**src/rtl/prog_counter_gen_if.sv**
```systemverilog
// Control and data bundle for prog_counter_gen.
// The master drives the counter commands and the slave returns the count and pad enables.
interface prog_counter_gen_if #(
  parameter int WIDTH = 8
);
  logic             en;
  logic             load_e;
  logic [WIDTH-1:0] load_val;
  logic             dir;
  logic [WIDTH-1:0] step;
  logic [WIDTH-1:0] max_val;
  logic             out_e;
  logic [WIDTH-1:0] out_data;
  logic [WIDTH-1:0] out_oe;
  logic             tc;

  modport master (
    output en, load_e, load_val, dir, step, max_val, out_e,
    input  out_data, out_oe, tc
  );

  modport slave (
    input  en, load_e, load_val, dir, step, max_val, out_e,
    output out_data, out_oe, tc
  );
endinterface

```
**src/rtl/prog_counter_gen.sv**
```systemverilog
// Loadable up/down counter with runtime step and bound, wrap or saturate at the rails,
// a registered terminal-count pulse and per-bit pad output enables.
module prog_counter_gen #(
  parameter int WIDTH     = 8,
  parameter int RESET_VAL = 0,
  parameter int SATURATE  = 0
) (
  input  logic                clk,
  input  logic                reset,
  prog_counter_gen_if.slave   bus
);

  localparam int EW = WIDTH + 2;

  logic [WIDTH-1:0] r_count;
  logic             r_tc;

  logic [EW-1:0]    w_count;
  logic [EW-1:0]    w_step;
  logic [EW-1:0]    w_max;
  logic [EW-1:0]    w_maxPlus1;
  logic [EW-1:0]    w_sum;
  logic [EW-1:0]    w_upWrap;
  logic [EW-1:0]    w_downWrap;
  logic [WIDTH-1:0] w_next;
  logic             w_nextTc;

  // Two guard bits keep the wrap arithmetic exact and make a down-wrap underflow visible.
  assign w_count    = {2'b00, r_count};
  assign w_step     = {2'b00, bus.step};
  assign w_max      = {2'b00, bus.max_val};
  assign w_maxPlus1 = w_max + EW'(1);
  assign w_sum      = w_count + w_step;
  assign w_upWrap   = w_sum - w_maxPlus1;
  assign w_downWrap = w_count + w_maxPlus1 - w_step;

  always_comb begin
    w_next   = r_count;
    w_nextTc = 1'b0;
    if (bus.load_e) begin
      w_next = (bus.load_val > bus.max_val) ? bus.max_val : bus.load_val;
    end else if (bus.en && (bus.step != '0)) begin
      if (r_count > bus.max_val) begin
        w_next   = bus.dir ? '0 : bus.max_val;
        w_nextTc = 1'b1;
      end else if (bus.dir) begin
        if (w_sum <= w_max) begin
          w_next = w_sum[WIDTH-1:0];
        end else begin
          w_nextTc = 1'b1;
          // Clamps only matter for an illegal step; they keep the count inside the bound.
          if (SATURATE != 0)        w_next = bus.max_val;
          else if (w_upWrap > w_max) w_next = bus.max_val;
          else                       w_next = w_upWrap[WIDTH-1:0];
        end
      end else begin
        if (r_count >= bus.step) begin
          w_next = r_count - bus.step;
        end else begin
          w_nextTc = 1'b1;
          if (SATURATE != 0)          w_next = '0;
          else if (w_downWrap > w_max) w_next = '0;
          else                         w_next = w_downWrap[WIDTH-1:0];
        end
      end
    end
  end

  always_ff @(posedge clk) begin
    if (reset) begin
      r_count <= WIDTH'(RESET_VAL);
      r_tc    <= 1'b0;
    end else begin
      r_count <= w_next;
      r_tc    <= w_nextTc;
    end
  end

  assign bus.out_data = r_count;
  assign bus.out_oe   = {WIDTH{bus.out_e}};
  assign bus.tc       = r_tc;

  // A step larger than the bound is a misuse of the counter.
  illegalStep: assert property (@(posedge clk) disable iff (reset)
                                (bus.en && !bus.load_e) |-> (bus.step <= bus.max_val));

endmodule
```
**src/flat_wrapper.sv**
```systemverilog
// flat-port wrapper written by rule: the top's interface ports become plain ports
module prog_counter_gen_flat 
#(
  parameter int WIDTH     = 8,
  parameter int RESET_VAL = 0,
  parameter int SATURATE  = 0
)
  (clk, reset, bus_en, bus_load_e, bus_load_val, bus_dir, bus_step, bus_max_val, bus_out_e, bus_out_data, bus_out_oe, bus_tc);
  prog_counter_gen_if #(.WIDTH(WIDTH)) bus_i ();
  input  logic clk;
  input  logic reset;
  input wire logic [$bits(bus_i.en)-1:0] bus_en;
  input wire logic [$bits(bus_i.load_e)-1:0] bus_load_e;
  input wire logic [$bits(bus_i.load_val)-1:0] bus_load_val;
  input wire logic [$bits(bus_i.dir)-1:0] bus_dir;
  input wire logic [$bits(bus_i.step)-1:0] bus_step;
  input wire logic [$bits(bus_i.max_val)-1:0] bus_max_val;
  input wire logic [$bits(bus_i.out_e)-1:0] bus_out_e;
  output wire logic [$bits(bus_i.out_data)-1:0] bus_out_data;
  output wire logic [$bits(bus_i.out_oe)-1:0] bus_out_oe;
  output wire logic [$bits(bus_i.tc)-1:0] bus_tc;
  assign bus_i.en = bus_en;
  assign bus_i.load_e = bus_load_e;
  assign bus_i.load_val = bus_load_val;
  assign bus_i.dir = bus_dir;
  assign bus_i.step = bus_step;
  assign bus_i.max_val = bus_max_val;
  assign bus_i.out_e = bus_out_e;
  assign bus_out_data = bus_i.out_data;
  assign bus_out_oe = bus_i.out_oe;
  assign bus_tc = bus_i.tc;
  prog_counter_gen #(.WIDTH(WIDTH), .RESET_VAL(RESET_VAL), .SATURATE(SATURATE)) u_core (.clk(clk), .reset(reset), .bus(bus_i));
endmodule
```
**config.mk**
```make
export PLATFORM = sky130hd
export DESIGN_NAME = prog_counter_gen_flat
export DESIGN_NICKNAME = d
export VERILOG_FILES = /design/src/rtl/prog_counter_gen_if.sv /design/src/rtl/prog_counter_gen.sv /design/src/flat_wrapper.sv
export SDC_FILE = /design/constraint.sdc
export NUM_CORES = 1
export LEC_CHECK = 0
export CAP_MARGIN = 20
export CORE_ASPECT_RATIO = 0.75
export CORE_UTILIZATION = 67
export CTS_BUF_LIST = sky130_fd_sc_hd__clkbuf_16
export DETAILED_ROUTE_END_ITERATION = 8
export DONT_BUFFER_PORTS = 1
export PLACE_DENSITY = 0.82
export RECOVER_POWER = 50
export SYNTH_ARGS = -nofsm -noshare
export SYNTH_HDL_FRONTEND = slang
export SYNTH_SLANG_ARGS = --single-unit
export TNS_END_PERCENT = 20
```
**constraint.sdc**
```tcl
create_clock -name clk -period 5.84 [get_ports clk]
set_input_delay 1.168 -clock clk [delete_from_list [all_inputs] [get_ports clk]]
set_output_delay 1.168 -clock clk [all_outputs]
set_load 0.02 [all_outputs]
```
# Yosys cells after proc, flatten, opt, wreduce, memory -nomap -nowiden
# Index checks and enable logic that the tools add are counted.
# totals
regBits,9
latchBits,0
ramBits,0
romBits,0
in_bits,30
out_inout_bits,17
wordCells,33
n_memories,0
# op_classes
addsub,6
multipliers,0
div,0
order_cmp,6
n_eq_ne,0
n_shift,0
n_mux,14
n_bitwise,1
n_reduce_logical,4
# op_table
cell,n
8-bit 2-to-1 mux,10
10-bit by 8-bit > comparator with 1-bit output,2
8-bit > comparator,2
8-bit by 10-bit adder with 10-bit output,1
10-bit by 8-bit less-or-equal comparator with 1-bit output,1
10-bit subtractor,1
10-bit by 8-bit subtractor with 10-bit output,1
8-bit by 1-bit adder with 9-bit output (second input constant),1
8-bit by 8-bit adder with 9-bit output,1
8-bit >= comparator,1
8-bit nonzero test,1
8-bit subtractor,1
1-bit 2-to-1 mux,4
3-bit OR reduction,1
2-bit nonzero test,1
1-bit logical AND,1
1-bit inverter,1

# Depth between registers and ports, before layout
# Gate-level depths: netlist of run 1.
# depth
word_depth,10
depth_mapped,23
depth_no_buf,22

# Least setup slack after synthesis of run 1
# OpenSTA, ideal clock, no wires.
# synth_path
path_type,input to register
startpoint,in bus_max_val[0]
endpoint,"reg u_core.r_count[2], in the netlist u_core.bus.out_data[2]"
setup_time_ps,141
arrival_time_ps,4917
t_required_ps,5699
path_slack_ps,782
path_stages,19
path_buffers,0
cell_sequence,ha_1 > fa_1 > ha_1 > a211o_1 > o211ai_1 > nand2b_1 > a21oi_1 > xor2_1 > inv_1 > ha_1 > o21a_1 > o21ai_0 > a31oi_1 > o22ai_1 > o211a_1 > and4_1 > a21o_1 > a2111oi_0 > a211oi_2
# synth_via
elab_chain_len,10
word_cells_on_any_way,18
cone_classes,add/sub (4); order compare (5); mux (9)
# synth_lines
element,line,text
start: declaration,flat_wrapper.sv:17,input wire logic [$bits(bus_i.max_val)-1:0] bus_max_val;
8-bit by 1-bit adder with 9-bit output,prog_counter_gen.sv:32,assign w_maxPlus1 = w_max + EW'(1);
8-bit by 10-bit adder with 10-bit output,prog_counter_gen.sv:35,assign w_downWrap = w_count + w_maxPlus1 - w_step;
10-bit by 8-bit subtractor with 10-bit output,prog_counter_gen.sv:35,
10-bit by 8-bit > comparator with 1-bit output,prog_counter_gen.sv:62,else if (w_downWrap > w_max) w_next = '0;
8-bit 2-to-1 mux,prog_counter_gen.sv:62,
8-bit 2-to-1 mux,prog_counter_gen.sv:57,if (r_count >= bus.step) begin
8-bit 2-to-1 mux,prog_counter_gen.sv:46,end else if (bus.dir) begin
8-bit 2-to-1 mux,prog_counter_gen.sv:43,if (r_count > bus.max_val) begin
8-bit 2-to-1 mux,prog_counter_gen.sv:42,end else if (bus.en && (bus.step != '0)) begin
8-bit 2-to-1 mux *,prog_counter_gen.sv:40,if (bus.load_e) begin
end signal: assignment,prog_counter_gen.sv:71,r_count <= WIDTH'(RESET_VAL);
end signal: assignment,prog_counter_gen.sv:74,r_count <= w_next;
end: declaration,prog_counter_gen.sv:15,logic [WIDTH-1:0] r_count;
# Mark *: on every way between the ends. The rest lies on a longest branch, timed or not. The select of a mux whose other input is x is not followed.
# A chain may end at the register's enable or synchronous reset.

# Final worst setup path of run 1
# Same ends and word-level chain as after synthesis.

==> results of run 1 <==
## cell families after synthesis
kind of cell	after synthesis	synth area share, %
compound gates	160	31.4
xor+xnor	27	7.35
fa+ha+maj	85	30.8
buf+inv	67	8.37
flops	9	4.90
mux	9	2.45
simple gates	108	14.7
## through the flow
step	power [mW]	hold slack [ps]	setup WS [ps]
2_1_floorplan	0.974	669	782
3_3_place_gp	1.21	738	560
3_5_place_dp	1.24	753	481
4_1_cts	1.37	764	715
5_1_grt	1.53	788	247
6_report	1.41	760	630
## power by group through the flow
stage | logic, mW | registers (mW) | clock network (mW)
floorplan | 0.874 | 0.0999 | 0
global placement | 1.10 | 0.111 | 0
detailed placement | 1.13 | 0.111 | 0
CTS | 1.14 | 0.109 | 0.121
global route | 1.29 | 0.110 | 0.126
finish | 1.18 | 0.110 | 0.124
## state kept, by name (all words and copies together) (netlist names)
name	flops
u_core.bus.tc	1
u_core.bus.out_data	8
## cells in the final DEF, fill, tap and decap left out, types with 5 or more instances in the layout
cell,instances
ha_1,76
inv_1,48
nor2_1,36
a21oi_1,35
o21ai_0,26
xnor2_1,19
nand2_1,17
nor2b_1,11
o21a_1,11
a211oi_1,11
a21o_1,9
mux2i_1,9
fa_1,9
dfxtp_1,9
nand3_1,8
nor3_1,8
o211ai_1,7
nand4_1,7
xor2_1,6
o21bai_1,6
a211o_1,6
buf_4,6
a31oi_1,5
## layer usage
layer  GRT usage (%)  vias to the layer above  share of wire (%)
li1                -                     1701                  -
met3            9.74                       32                 12
met2            63.8                      234                 40
met5               0                        -                  0
met1            60.6                     1717                 45
met4            8.81                        0                2.1
## worst register-to-register path, cell delays in order (launching register included)
cell,delay (ps)
dfxtp_1,670
ha_1,360
nor2b_1,150
nor2_1,60
nor2_1,90
nor2_1,50
xor2_1,140
buf_4,170
ha_1,320
o21a_1,120
o31a_1,160
o21a_1,190
nor2_1,210
xnor2_1,190
ha_1,290
nand4_1,130
o221ai_1,130
a21oi_1,160
nor2b_1,60
o22ai_1,300
o21a_1,470
nand2_2,100
a311oi_2,300
## layout make-up
type,count,area share (%)
Clock buffer,3,2.00
Timing Repair Buffer,6,1.20
Inverter,47,4.69
Sequential cell,9,4.79
Multi-Input combinational cell,389,84.8
Tap cell,72,2.40
Clock inverter,1,0.0999
## path summary, 6_finish.rpt
check	endpoint	slack, ps	cells past startpoint
max	u_core.bus.out_data[2]$_SDFFE_PP0P_	630	19
min	u_core.bus.out_data[0]$_SDFFE_PP0P_	760	2
max reg2reg	u_core.bus.out_data[7]$_SDFFE_PP0P_	970	22
min reg2reg	u_core.bus.out_data[0]$_SDFFE_PP0P_	760	2
==> out/metrics.cfg, run 1 <==
[power]
seq_power_share_pct = 7.8
leakagePower_nw = 1.74
ir_worst_vdd_mv = 0.238
intPower_mw = 0.641
comb_power_share_pct = 83.5
p_sw_mw = 0.771
powerDensity_nw_per_um2 = 376
clockPowerShare_pct = 8.8
swShare_pct = 54.6

[cts]
cts_root_buf = clkbuf_16
cts_buffers = 3
ctsHoldBuffers = 0
cts_tree = yes
htree_levels = 1
cts.sinks = 9
cts_resized = 0
postCtsSetupRepairBufs = 0
clk_pin_slew_ps = 40
clk_path_buf_depth = 2
clock_latency_ps = 240

[cells_and_area]
finalNonFillerCells = 527
fin_area_sq_um = 3760
area_growth_pct = 2.25
nFillCells = 435
drive_gt1_share_pct = 5.71
register_area_sq_um = 180
final_nets = 571
multi_input_area_sq_um = 3190
diodes = 0
fin_util_pct = 73.8

[timing]
fin_setup_tns_ps = 0
worst_pin_slew_ps = 666
final.min_clock_period_ps = 5210
post-route-period-util_pct = 89.2
fmax_mhz = 192
hold_viol = 0
finalSetupViolCount = 0
rsz0062_at_grt = no
slew_viol_final = 0
finClkSkew_ps = 1.41
slew-limit-headroom_pct = 55.5

[synthesis]
syn_area_per_cell_sq_um = 7.91
syn_inst = 465
synth_common_cells = ha_1, inv_1, nor2_1
ys_seq_area_share_pct = 4.90
synthFlopType = dfxtp_1
synth_area_sq_um = 3680
synth_most_common_cell = ha_1
synth_top_area_cell = ha_1
async_reset_ff_share_pct = 0
yosysTopAreaCellShare_pct = 25.9
synth_cell_types = 64
ys_seq_elements = 9
synth.area.top_cells = ha_1, dfxtp_1, fa_1, inv_1, a21oi_1
syn_nets = 580
synth_edf_count = 0
synth_warnings = 0

[floorplanning]
die_w_um = 87.5
dieArea_sq_um = 5790
initial_utilization_pct = 72.2
coreArea_sq_um = 5090
pin_count = 47
row_count = 22
die_h_um = 66.2

[worst_setup_path]
path_buf_inv = 1
critPathKind = in2reg
crit_chain = ha_1, fa_1, ha_1, a211o_1, o211ai_1, nand2b_1, a21oi_1, xor2_1, inv_1, ha_1, o21a_1, o21ai_0, a31oi_1, o22ai_1, o211a_1, and4_1, a21o_1, a2111oi_0, a211oi_2
critical_path.top_delay_family = compound AO/OA/AOI/OAI gates
crit_start = bus_max_val[0]
cp_slowest_cell = a2111oi_0
critPathLaunchType = input port
cp_common_cell = ha_1
slowest_delay_ps = 530
required_ps = 5940
crit_path_end_kind = flop
crit_arrival_ps = 5310
reg2reg_from = u_core.bus.out_data[1]$_SDFFE_PP0P_
critPathMaxFanout = 10

[placed_design]
io_buffers = 0
place_area_sq_um = 3680
placed_cells = 523
globalplace.congestion = 0.968
hpwlAfterDp_mm = 9.58

[global_routing]
grt_pass1_wl_mm = 18.1
grt_max_degree = 13
overflow = 0
grt_pass1_vias = 3369
antenna_found_initial = 0
grt_usage_pct = 42.2

[drt]
vias = 3684
wl_mm = 11.6
vias_per_cell = 6.99
drtIter0Drc = 527
postRouteAntennaNets = 0
wire_per_inst_um = 22.0
drtPass1Iterations = 6
drcViolationCount = 0

[worst_hold_path]
hold_class = reg2reg
worstHoldStart = u_core.bus.out_data[0]$_SDFFE_PP0P_

[run]
drv_cap = 0

[status]
status = complete, no violations

Power figures use the tool's default switching activity.
==> run 2: changes to the inputs <==
Settings changed: CTS_BUF_LIST sky130_fd_sc_hd__clkbuf_16 to not set.
==> out/metrics.cfg, run 2 (same netlist as run 1, synthesis figures left out) <==
[worst_setup_path]
critPathLaunchType = input port
critPathMaxFanout = 10
crit_arrival_ps = 5320
path_buf_inv = 0
crit_path_end_kind = flop
critPathKind = in2reg
slowest_delay_ps = 550
required_ps = 5940
critical_path.top_delay_family = compound AO/OA/AOI/OAI gates
crit_chain = ha_1, fa_1, fa_1, a211oi_1, nor2_1, o31a_1, a21oi_1, ha_1, o21a_1, o21ai_0, a31oi_1, o22ai_1, o211a_1, and4_1, a21o_1, a2111oi_0, a211oi_2
cp_slowest_cell = a2111oi_0

[cts]
cts_resized = 0
htree_levels = 1
cts_buffers = 3
postCtsSetupRepairBufs = 0
clk_pin_slew_ps = 50
clk_path_buf_depth = 2
cts.sinks = 9
clock_latency_ps = 240
ctsHoldBuffers = 0
cts_root_buf = clkbuf_8
cts_tree = yes

[floorplanning]
die_h_um = 66.2
initial_utilization_pct = 72.2
coreArea_sq_um = 5090
die_w_um = 87.5
dieArea_sq_um = 5790
row_count = 22
pin_count = 47

[power]
p_sw_mw = 0.771
seq_power_share_pct = 8.0
comb_power_share_pct = 86.2
swShare_pct = 56.3
powerDensity_nw_per_um2 = 368
intPower_mw = 0.599
ir_worst_vdd_mv = 0.235
leakagePower_nw = 1.72
clockPowerShare_pct = 5.8
finalPower_mw = 1.37

[global_routing]
antenna_found_initial = 0
grt_pass1_wl_mm = 18.2
grt_usage_pct = 42.3
grt_pass1_vias = 3366
grt_max_degree = 13
overflow = 0

[run]
drv_cap = 0

[cells_and_area]
drive_gt1_share_pct = 5.71
largest_reg_flops = 8
nFillCells = 440
multi_input_area_sq_um = 3190
finalNonFillerCells = 527
final_cell_mix = ha_1, inv_1, nor2_1, a21oi_1, o21ai_0
fin_area_sq_um = 3720
fin_util_pct = 73.1
final_nets = 571
diodes = 0
final_common_cell = ha_1
register_area_sq_um = 180
area_growth_pct = 1.33

[timing]
fmax_mhz = 192
rsz0062_at_grt = no
post-route-period-util_pct = 89.4
finClkSkew_ps = 3.65
whs_ps = 767
worst_pin_slew_ps = 678
slew-limit-headroom_pct = 54.7
fin_setup_tns_ps = 0
finalSetupViolCount = 0
slew_viol_final = 0
final.min_clock_period_ps = 5220
hold_viol = 0
setup_ws_ps = 621

[drt]
drtIter0Drc = 572
drtPass1Iterations = 6
vias_per_cell = 7.00
wl_mm = 11.6
postRouteAntennaNets = 0
wire_per_inst_um = 22.0
vias = 3690
drcViolationCount = 0

[placed_design]
placed_cells = 523
place_area_sq_um = 3680
hpwlAfterDp_mm = 9.58
globalplace.congestion = 0.968
place_ws_ps = 481
io_buffers = 0

[status]
status = complete, no violations

[worst_hold_path]
hold_class = reg2reg

==> run 2: changes by cell type in the layout (fill, tap and decap cells not counted) <==
cell / previous run / this run
inv_1: 48 / 47
clkbuf_16: 3 / 0
clkbuf_1: 0 / 1
clkbuf_8: 0 / 3
==> run 2: routing by layer <==
metal	GRT usage [%]	routed length (um)	share of wire, %
met1	60.7	5080	44
met4	9.02	246	2.1
met3	9.61	1630	14
met5	0	0	0
met2	64.0	4640	40
==> run 2: area by class of cell <==
cell class | instances | share of cell area, %
Sequential cell | 9 | 4.84
Multi-Input combinational cell | 389 | 85.6
Clock buffer | 4 | 1.21
Tap cell | 72 | 2.42
Timing Repair Buffer | 6 | 1.21
Inverter | 47 | 4.74
==> run 2: final timing paths <==
check / start / end / slack [ps] / cells after the start
hold reg to reg: u_core.bus.out_data[0]$_SDFFE_PP0P_ / u_core.bus.out_data[0]$_SDFFE_PP0P_ / 770 / 2
hold / removal: u_core.bus.out_data[0]$_SDFFE_PP0P_ / u_core.bus.out_data[0]$_SDFFE_PP0P_ / 770 / 2
setup reg to reg: u_core.bus.out_data[0]$_SDFFE_PP0P_ / u_core.bus.out_data[2]$_SDFFE_PP0P_ / 960 / 19
setup / recovery: bus_max_val[0] / u_core.bus.out_data[2]$_SDFFE_PP0P_ / 620 / 17
==> run 2: power groups by stage <==
stage	clock, mW	sequential [mW]	combinational, mW
6_report	0.0793	0.109	1.18
5_1_grt	0.0801	0.110	1.29
4_1_cts	0.0752	0.109	1.14
3_5_place_dp	0	0.111	1.13
3_3_place_gp	0	0.111	1.10
2_1_floorplan	0	0.0999	0.874
==> run 2: worst register-to-register path, stage by stage, from the launching register on <==
cell and delay, ps:
dfxtp_1 520, inv_1 140, ha_1 410, inv_1 160, ha_1 260, fa_1 430
a211oi_1 230, nor2_1 140, o31a_1 310, a21oi_1 230, ha_1 200, o21a_1 120
o21ai_0 70, a31oi_1 150, o22ai_1 100, o211a_1 200, and4_1 240, a21o_1 220
a2111oi_0 550, a211oi_2 60
